`config.mk`:
```
export PLATFORM = sky130hd
export DESIGN_NAME = sprite_sequencer
export DESIGN_NICKNAME = d
export VERILOG_FILES = /design/src/rtl/sprite_sequencer.sv
export SDC_FILE = /design/constraint.sdc
export NUM_CORES = 1
export LEC_CHECK = 0
export CAP_MARGIN = 20
export CORE_MARGIN = 8
export CORE_UTILIZATION = 57
export DETAILED_ROUTE_END_ITERATION = 10
export PLACE_DENSITY = 0.8
export SLEW_MARGIN = 20
export SYNTH_ARGS = -nofsm -noshare
export SYNTH_HDL_FRONTEND = slang
export SYNTH_SLANG_ARGS = --single-unit
```
`constraint.sdc`:
```
create_clock -name clk -period 3 [get_ports clk]
set_clock_uncertainty 0.15 [all_clocks]
set_input_delay 0.3 -clock clk [delete_from_list [all_inputs] [get_ports clk]]
set_output_delay 0.3 -clock clk [all_outputs]
set_load 0.05 [all_outputs]
```
`src/rtl/sprite_sequencer.sv`:
```
// sprite_sequencer
//   Sweeps an IMG_W x IMG_H sprite window one pixel per clock, driving the
//   frame ROM address and frame select, and hands x/y/plot to vga_adapter
//   delayed so that they line up with the ROM read data. Each frame is held
//   for HOLD_CYCLES clocks after drawing. The sequencer then steps through
//   NUM_FRAMES frames in one-shot, loop or ping-pong order.
//
// Ports
//   clk        system clock
//   resetn     asynchronous active-low reset
//   start      level, starts a sequence when idle
//   stop       level, aborts to idle on the next edge
//   mode       00 one-shot, 01 loop, 10 ping-pong, 11 loop (sampled on start)
//   rom_addr   pixel address row*IMG_W+col (undelayed)
//   frame_sel  current frame index (undelayed)
//   x, y       screen coordinates, delayed ROM_LATENCY cycles
//   plot       write strobe, delayed ROM_LATENCY cycles
//   busy       high whenever not idle
//   frame_done pulse in the last hold cycle of each frame
//   seq_done   pulse when a one-shot sequence returns to idle
module sprite_sequencer #(
    parameter int X_W         = 9,
    parameter int Y_W         = 8,
    parameter int ADDR_W      = 16,
    parameter int IMG_W       = 320,
    parameter int IMG_H       = 165,
    parameter int X0          = 0,
    parameter int Y0          = 75,
    parameter int NUM_FRAMES  = 3,
    parameter int FS_W        = 2,
    parameter int HOLD_CYCLES = 100000000,
    parameter int HOLD_W      = 28,
    parameter int ROM_LATENCY = 1
) (
    input  logic              clk,
    input  logic              resetn,
    input  logic              start,
    input  logic              stop,
    input  logic [1:0]        mode,
    output logic [ADDR_W-1:0] rom_addr,
    output logic [FS_W-1:0]   frame_sel,
    output logic [X_W-1:0]    x,
    output logic [Y_W-1:0]    y,
    output logic              plot,
    output logic              busy,
    output logic              frame_done,
    output logic              seq_done
);

    localparam int COL_W = (IMG_W > 1) ? $clog2(IMG_W) : 1;
    localparam int ROW_W = (IMG_H > 1) ? $clog2(IMG_H) : 1;

    localparam logic [COL_W-1:0]  COL_LAST   = COL_W'(IMG_W - 1);
    localparam logic [ROW_W-1:0]  ROW_LAST   = ROW_W'(IMG_H - 1);
    localparam logic [FS_W-1:0]   FRAME_LAST = FS_W'(NUM_FRAMES - 1);
    localparam logic [HOLD_W-1:0] HOLD_LAST  = HOLD_W'(HOLD_CYCLES - 1);

    localparam logic [1:0] MODE_ONESHOT  = 2'b00;
    localparam logic [1:0] MODE_PINGPONG = 2'b10;

    typedef enum logic [1:0] {S_IDLE, S_DRAW, S_HOLD, S_NEXT} state_t;

    state_t             state_q, state_d;
    logic [COL_W-1:0]   col_q, col_d;
    logic [ROW_W-1:0]   row_q, row_d;
    logic [ADDR_W-1:0]  addr_q, addr_d;
    logic [FS_W-1:0]    frame_q, frame_d;
    logic               dir_down_q, dir_down_d;
    logic [1:0]         mode_q, mode_d;
    logic [HOLD_W-1:0]  hold_q, hold_d;

    logic               draw_active;
    logic [X_W-1:0]     x_raw;
    logic [Y_W-1:0]     y_raw;

    always_ff @(posedge clk or negedge resetn) begin
        if (!resetn) begin
            state_q    <= S_IDLE;
            col_q      <= '0;
            row_q      <= '0;
            addr_q     <= '0;
            frame_q    <= '0;
            dir_down_q <= 1'b0;
            mode_q     <= '0;
            hold_q     <= '0;
        end else begin
            state_q    <= state_d;
            col_q      <= col_d;
            row_q      <= row_d;
            addr_q     <= addr_d;
            frame_q    <= frame_d;
            dir_down_q <= dir_down_d;
            mode_q     <= mode_d;
            hold_q     <= hold_d;
        end
    end

    // The address runs as its own counter alongside col/row, so no
    // row*IMG_W multiplier is needed. stop overrides every state.
    always_comb begin
        state_d    = state_q;
        col_d      = col_q;
        row_d      = row_q;
        addr_d     = addr_q;
        frame_d    = frame_q;
        dir_down_d = dir_down_q;
        mode_d     = mode_q;
        hold_d     = hold_q;
        seq_done   = 1'b0;
        frame_done = (state_q == S_HOLD) && (hold_q == HOLD_LAST);

        if (stop) begin
            state_d    = S_IDLE;
            col_d      = '0;
            row_d      = '0;
            addr_d     = '0;
            frame_d    = '0;
            dir_down_d = 1'b0;
            hold_d     = '0;
        end else begin
            case (state_q)
                S_IDLE: begin
                    col_d      = '0;
                    row_d      = '0;
                    addr_d     = '0;
                    frame_d    = '0;
                    dir_down_d = 1'b0;
                    hold_d     = '0;
                    if (start) begin
                        mode_d  = mode;
                        state_d = S_DRAW;
                    end
                end
                S_DRAW: begin
                    hold_d = '0;
                    if (col_q == COL_LAST && row_q == ROW_LAST) begin
                        state_d = S_HOLD;
                    end else begin
                        addr_d = addr_q + 1'b1;
                        if (col_q == COL_LAST) begin
                            col_d = '0;
                            row_d = row_q + 1'b1;
                        end else begin
                            col_d = col_q + 1'b1;
                        end
                    end
                end
                S_HOLD: begin
                    if (hold_q == HOLD_LAST) begin
                        hold_d  = '0;
                        state_d = S_NEXT;
                    end else begin
                        hold_d = hold_q + 1'b1;
                    end
                end
                S_NEXT: begin
                    col_d   = '0;
                    row_d   = '0;
                    addr_d  = '0;
                    state_d = S_DRAW;
                    if (mode_q == MODE_ONESHOT) begin
                        if (frame_q == FRAME_LAST) begin
                            state_d  = S_IDLE;
                            frame_d  = '0;
                            seq_done = 1'b1;
                        end else begin
                            frame_d = frame_q + 1'b1;
                        end
                    end else if (mode_q == MODE_PINGPONG) begin
                        // Turn around at either end so the end frames are
                        // shown once per pass rather than twice.
                        if (NUM_FRAMES == 1) begin
                            frame_d = '0;
                        end else if (!dir_down_q) begin
                            if (frame_q == FRAME_LAST) begin
                                frame_d    = frame_q - 1'b1;
                                dir_down_d = 1'b1;
                            end else begin
                                frame_d = frame_q + 1'b1;
                            end
                        end else begin
                            if (frame_q == '0) begin
                                frame_d    = frame_q + 1'b1;
                                dir_down_d = 1'b0;
                            end else begin
                                frame_d = frame_q - 1'b1;
                            end
                        end
                    end else begin
                        frame_d = (frame_q == FRAME_LAST) ? '0 : frame_q + 1'b1;
                    end
                end
                default: state_d = S_IDLE;
            endcase
        end
    end

    assign rom_addr    = addr_q;
    assign frame_sel   = frame_q;
    assign busy        = (state_q != S_IDLE);
    assign draw_active = (state_q == S_DRAW);
    assign x_raw       = X_W'(X0) + X_W'(col_q);
    assign y_raw       = Y_W'(Y0) + Y_W'(row_q);

    // x/y/plot travel through a shift register matching the ROM read
    // latency so the strobe meets the colour it belongs to.
    if (ROM_LATENCY == 0) begin : g_direct
        assign x    = x_raw;
        assign y    = y_raw;
        assign plot = draw_active;
    end else begin : g_pipe
        logic [X_W-1:0] x_pipe_q [ROM_LATENCY];
        logic [X_W-1:0] x_pipe_d [ROM_LATENCY];
        logic [Y_W-1:0] y_pipe_q [ROM_LATENCY];
        logic [Y_W-1:0] y_pipe_d [ROM_LATENCY];
        logic           plot_pipe_q [ROM_LATENCY];
        logic           plot_pipe_d [ROM_LATENCY];

        // On stop every in-flight strobe is dropped so no stale pixel
        // reaches the frame buffer after the abort.
        always_comb begin
            x_pipe_d[0]    = x_raw;
            y_pipe_d[0]    = y_raw;
            plot_pipe_d[0] = draw_active && !stop;
            for (int i = 1; i < ROM_LATENCY; i++) begin
                x_pipe_d[i]    = x_pipe_q[i-1];
                y_pipe_d[i]    = y_pipe_q[i-1];
                plot_pipe_d[i] = plot_pipe_q[i-1] && !stop;
            end
        end

        always_ff @(posedge clk or negedge resetn) begin
            if (!resetn) begin
                for (int i = 0; i < ROM_LATENCY; i++) begin
                    x_pipe_q[i]    <= '0;
                    y_pipe_q[i]    <= '0;
                    plot_pipe_q[i] <= 1'b0;
                end
            end else begin
                for (int i = 0; i < ROM_LATENCY; i++) begin
                    x_pipe_q[i]    <= x_pipe_d[i];
                    y_pipe_q[i]    <= y_pipe_d[i];
                    plot_pipe_q[i] <= plot_pipe_d[i];
                end
            end
        end

        assign x    = x_pipe_q[ROM_LATENCY-1];
        assign y    = y_pipe_q[ROM_LATENCY-1];
        assign plot = plot_pipe_q[ROM_LATENCY-1];
    end

endmodule

```
==> impl_metrics.csv, run 1 <==
group,metric,value,unit
outcome,status,"completed",
setup_path,cp-end-kind,"primary output",
cells_and_area,syn2layout_area_growth,14.6,%
route,first_pass_iters,5,
floorplan,die_h,106,um
min_path,hold_path_startpoint,"col_q[8]",
cells_and_area,fin_nets,522,
sta,finalSetupViolCount,0,
cells_and_area,num_antenna_cells,0,
grt,grt_max_degree,87,
route,wirelength,10100,um
floorplan,die_area,11100,um2
grt,grt_use_met1,23.6,%
synthesis,synth.area.top_cells,"dfrtp_1 47%, nor2_1 4.0%, xnor2_1 3.4%",
grt,met3_usage,3.05,%
cells_and_area,drive_gt1_share,9.45,%
sta,fmax,391,MHz
setup_path,startpoint_type,"register",
grt,grt_pass1_wl,17400,um
sta,period_minus_slack,2.56,ns
grt,grt_pass1_vias,3653,
sta,setup-tns-final,0,ns
setup_path,reg2reg_depth,6,
sta,finalMaxSlewViolations,0,
sta,grt_setup_unrepaired,"false",
route,num_vias,3638,
sta,finalHoldViolations,0,
sta,maxSlewHeadroom,47.2,%
synthesis,syn-cell-area,4570,um2
setup_path,worstPathRequired,2.55,ns
grt,track_usage,18.8,%
synthesis,synth_edf_count,0,
min_path,hold_end,"x[8]",
setup_path,crit_fanout,5,
clock_tree,cts.reportedPaths.clkPinSlew,0.08,ns
synthesis,yosysMostFrequentCell,"dfrtp_1",
power_and_ir_drop,leakage,0.00219,uW
route,drc,0,
place,gp_congestion,0.816,
route,viasPerCell,5.96,
synthesis,synth-main-ff-cell,"dfrtp_1",
synthesis,postSynthAreaPerCell,9.86,um2
clock_tree,clkSinkCount,86,
sta,tightest_slew,0.792,ns
clock_tree,cts_root_buffer,"clkbuf_8",
synthesis,synth_seq_cells,86,
cells_and_area,stdcell_count,610,
setup_path,rr_startpoint,"col_q[0]",
place,numPortBuffers,44,
route,antenna_left,0,
synthesis,yosysWarnings,0,
grt,top_usage_layer,"met2",
synthesis,synthArstFlopShare,100,%
clock_tree,clock_path_buffers,2,
floorplan,fp.dieW,106,um
grt,grt_util_met2,31.5,%
route,drt-initial-drc-count,225,
floorplan,io_pins,45,
clock_tree,htreeDepth,3,
synthesis,yosysTopAreaCellShare,47.0,%
power_and_ir_drop,power.density,526,nW/um2
power_and_ir_drop,ir_drop,320,uV
synthesis,synth_cell_types,67,
grt,grt_overflow,0,
synthesis,yosysSeqAreaShare,47.0,%
min_path,hold_depth,0,
clock_tree,cts-buffers-inserted,9,
setup_path,r2r-end,"row_q[2]",
synthesis,syn-num-nets,481,
sta,hold_slack,0.320,ns
clock_tree,cts_tree,"built",
run,drv_cap,0,
place,dp.cells,595,
place,dp_hpwl,7020,um
setup_path,path_class,"reg -> out",
floorplan,rows,32,
synthesis,syn_inst,464,
sta,period_share,85.3,%
setup_path,worstPathArrival,2.11,ns
synthesis,yosys.area.top_type,"dfrtp_1",
floorplan,start_util,58.9,%
setup_path,r2r_slack,0.54,ns
grt,antenna_found_initial,0,
min_path,holdCritPathClass,"reg -> reg",
clock_tree,clk_latency,0.34,ns
floorplan,coreArea,7770,um2
route,post_drt_wl_per_cell,16.5,um
synthesis,synth_common_cells,"86 x dfrtp_1, 49 x nor2_1, 39 x nand2_1",
[area by class of cell]
type	instances	area (um2)
Fill cell	618	2530
Multi-Input combinational cell	341	2240
Sequential cell	86	2150
Timing Repair Buffer	53	512
Clock buffer	12	145
Tap cell	102	128
Inverter	14	52.6
Clock inverter	2	10.0
[cells in the final DEF (no fill, tap or decap), types with 10 or more instances in the layout]
master and n:
dfrtp_1 86, nor2_1 49, clkdlybuf4s50_1 41, nand2_1 39
o21ai_0 29, a21oi_1 21, nand3_1 19, xnor2_1 18
xor2_1 17, and3_1 17, nand4_1 16, inv_1 13
ha_1 11, clkbuf_8 10
[per-layer routing]
layer | share of wire (%) | vias to the layer above
li1 | - | 1740
met1 | 44 | 1814
met2 | 51 | 70
met3 | 3.3 | 14
met4 | 1.5 | 0
met5 | 0 | -
[sequential cells by signal (all words and copies together), names as in the netlist]
register and count:
frame_sel 2, rom_addr 16, col_q 9, dir_down_q 1, state_q 2, plot 1
row_q 8, hold_q 28, x 9, mode_q 2, y 8
[through the flow]
step | worst slack [ns] | utilization (%) | cell area [um2] | power (uW)
finish | 0.442 | 67.5 | 5240 | 2760
global route | 0.319 | 67.5 | 5240 | 2920
CTS | 0.0994 | 67.3 | 5230 | 2790
detailed placement | 0.365 | 65.3 | 5070 | 2080
global placement | 0.522 | 65.3 | 5070 | 2060
floorplan | 0.647 | - | 4570 | 1840
[cell families (layout without fill, tap and decap cells)]
family,Yosys count,count (layout),share of synthesized area [%]
AO/OA/AOI/OAI,93,93,13.4
XOR/XNOR,35,35,6.70
adder cells (fa/ha/maj),11,11,3.01
buffers and inverters,37,81,3.94
flip-flops,86,86,47.0
multiplexers,6,6,1.42
AND/OR/NAND/NOR,196,196,24.5
[how the worst max path moves through the flow]
stage,from,endpoint,cells after the start
2_1_floorplan,frame_sel[1],seq_done,2
3_3_place_gp,stop,rom_addr[11],6
3_5_place_dp,stop,rom_addr[11],6
4_1_cts,hold_q[0],frame_done,5
5_1_grt,hold_q[0],frame_done,5
6_report,state_q[0],busy,4
[timing repair]
item	CTS	global route
endpoints found under the hold margin	0	86
hold buffers	0	1
setup endpoints to repair	0	1
setup buffers	0	0
resized for setup	0	1
[worst max-delay path, cell delays in order (launching register included)]
cell and delay (ns):
dfrtp_1 0.42, inv_1 0.10, ha_1 0.26, inv_1 0.14, clkdlybuf4s50_1 0.83
[power by group]
part / switching [uW] / internal [uW]
sequential: 52.3 / 1210
combinational: 545 / 269
clock: 374 / 313
total: 971 / 1790
(Power assumes the default switching activity.)
==> inputs of run 2 (changes only) <==
Settings changed: CORE_MARGIN 8 to 5.
==> run 2 against run 1 <==
Compared with the run above: non-clock buffer count did not move; critical path depth stayed put; hold slack got worse by 0.0074 ns; power increased by 4.0%; die area fell by 11%; final cell count up 0.16%; largest power group unchanged; sequential cell count is the same; clock power is 18% higher; combinational power is 2% lower; sequential share of layout area decreased by 0.33 points.
==> impl_metrics.csv, run 2 (synthesis results as in run 1) <==
group,metric,value,unit
route,antenna_left,0,
grt,grt_max_degree,87,
sta,period_minus_slack,2.59,ns
grt,met3_usage,5.40,%
clock_tree,cts.reportedPaths.clkPinSlew,0.08,ns
sta,tightest_slew,0.756,ns
outcome,status,"completed",
grt,grt_pass1_vias,3684,
setup_path,path_depth,4,
min_path,holdCritPathClass,"reg -> reg",
sta,setup-tns-final,0,ns
run,drv_cap,0,
floorplan,die_h,99.6,um
route,wirelength,9780,um
sta,grt_setup_unrepaired,"false",
grt,grt_pass1_wl,17000,um
place,placed_cell_area,5070,um2
sta,fmax,387,MHz
setup_path,cpPeakStageDelay,0.83,ns
clock_tree,clock_path_buffers,2,
power_and_ir_drop,leakage,0.00221,uW
floorplan,coreArea,7770,um2
cells_and_area,stdcell_area,5280,um2
setup_path,worstPathRequired,2.55,ns
cells_and_area,regMostFlops,"hold_q",
route,viasPerCell,5.88,
grt,grt_use_met1,26.4,%
setup_path,r2r_slack,0.53,ns
place,dp_hpwl,6900,um
grt,grt_util_met2,35.8,%
setup_path,cpLargestDelayFamily,"buffers and inverters",
floorplan,die_area,9920,um2
route,num_vias,3591,
setup_path,crit_start,"state_q[0]",
floorplan,start_util,58.9,%
min_path,hold_path_startpoint,"col_q[8]",
setup_path,path_buf_inv,3,
sta,finalSetupViolCount,0,
setup_path,cp_cell_sequence,"inv_1 -> ha_1 -> inv_1 -> clkdlybuf4s50_1",
setup_path,worstPathArrival,2.14,ns
cells_and_area,fin_nets,522,
setup_path,rr_startpoint,"state_q[0]",
floorplan,fp.dieW,99.6,um
sta,maxSlewHeadroom,49.6,%
grt,antenna_found_initial,0,
place,numPortBuffers,44,
setup_path,cp-end-kind,"primary output",
place,place_ws,0.400,ns
setup_path,crit_fanout,5,
cells_and_area,largest_reg_flops,28,
sta,period_share,86.2,%
clock_tree,cts-buffers-inserted,9,
cells_and_area,final_cell_mix,"86 x dfrtp_1, 49 x nor2_1, 41 x clkdlybuf4s50_1, 39 x nand2_1, 29 x o21ai_0",
clock_tree,cts_tree,"built",
place,gp_congestion,0.800,
floorplan,io_pins,45,
route,first_pass_iters,4,
setup_path,startpoint_type,"register",
min_path,hold_depth,0,
cells_and_area,syn2layout_area_growth,15.5,%
power_and_ir_drop,power.density,543,nW/um2
sta,finalHoldViolations,0,
setup_path,cp_common_cell,"inv_1",
power_and_ir_drop,ir_drop,351,uV
grt,track_usage,21.0,%
cells_and_area,num_antenna_cells,0,
floorplan,rows,32,
clock_tree,clkSinkCount,86,
cells_and_area,drive_gt1_share,10.0,%
route,drt-initial-drc-count,161,
setup_path,path_class,"reg -> out",
route,post_drt_wl_per_cell,16.0,um
setup_path,cpMaxStageDelayCell,"clkdlybuf4s50_1",
sta,setup_ws,0.413,ns
clock_tree,htreeDepth,3,
cells_and_area,mostFrequentLayoutCell,"dfrtp_1",
grt,top_usage_layer,"met2",
route,drc,0,
sta,finalMaxSlewViolations,0,
grt,grt_overflow,0,
cells_and_area,final_util,68.0,%
clock_tree,clk_latency,0.35,ns
setup_path,reg2reg_depth,7,
clock_tree,cts_root_buffer,"clkbuf_8",
[run 2: path summary, 6_finish.rpt]
check                                     to
max in group asynchronous          mode_q[0]
worst max-delay path                    busy
min in group asynchronous         hold_q[27]
worst min register to register          x[8]
worst max register to register  rom_addr[15]
worst min-delay path                    x[8]
[run 2: final cells by class]
type                    instances  area [um2]
inverters                      14        52.6
well taps                     102         128
fillers                       583        2480
clock buffers                  10         138
multi-input cells             341        2240
repair buffers                 53         512
clock inverters                 5        60.1
flip-flops and latches         86        2150
[run 2: through the flow]
step	hold slack [ns]	power, uW	cells
after global routing	0.334	3030	611
after CTS	0.0229	2890	610
final	0.313	2870	611
after floorplan	-0.146	1840	464
after global placement	0.300	2060	595
after detailed placement	0.299	2080	595
[run 2: metal layers]
metal  wire length (um)  vias up
met3                439        9
met2               5040       80
met4                 84        0
met5                  0        -
met1               4210     1767
li1                   -     1735
[run 2: power by group]
| group | internal (uW) | total, uW | switching (uW) |
|---|---|---|---|
| clock | 404 | 812 | 408 |
| sequential | 1210 | 1260 | 53.0 |
| combinational | 267 | 797 | 530 |
[run 2: what timing repair did]
action                                  4_1_cts  5_1_grt
resized for setup                             0        1
hold endpoints to repair                      0       86
hold buffers                                  0        1
endpoints found under the setup margin        0        1
buffers inserted                              0        0
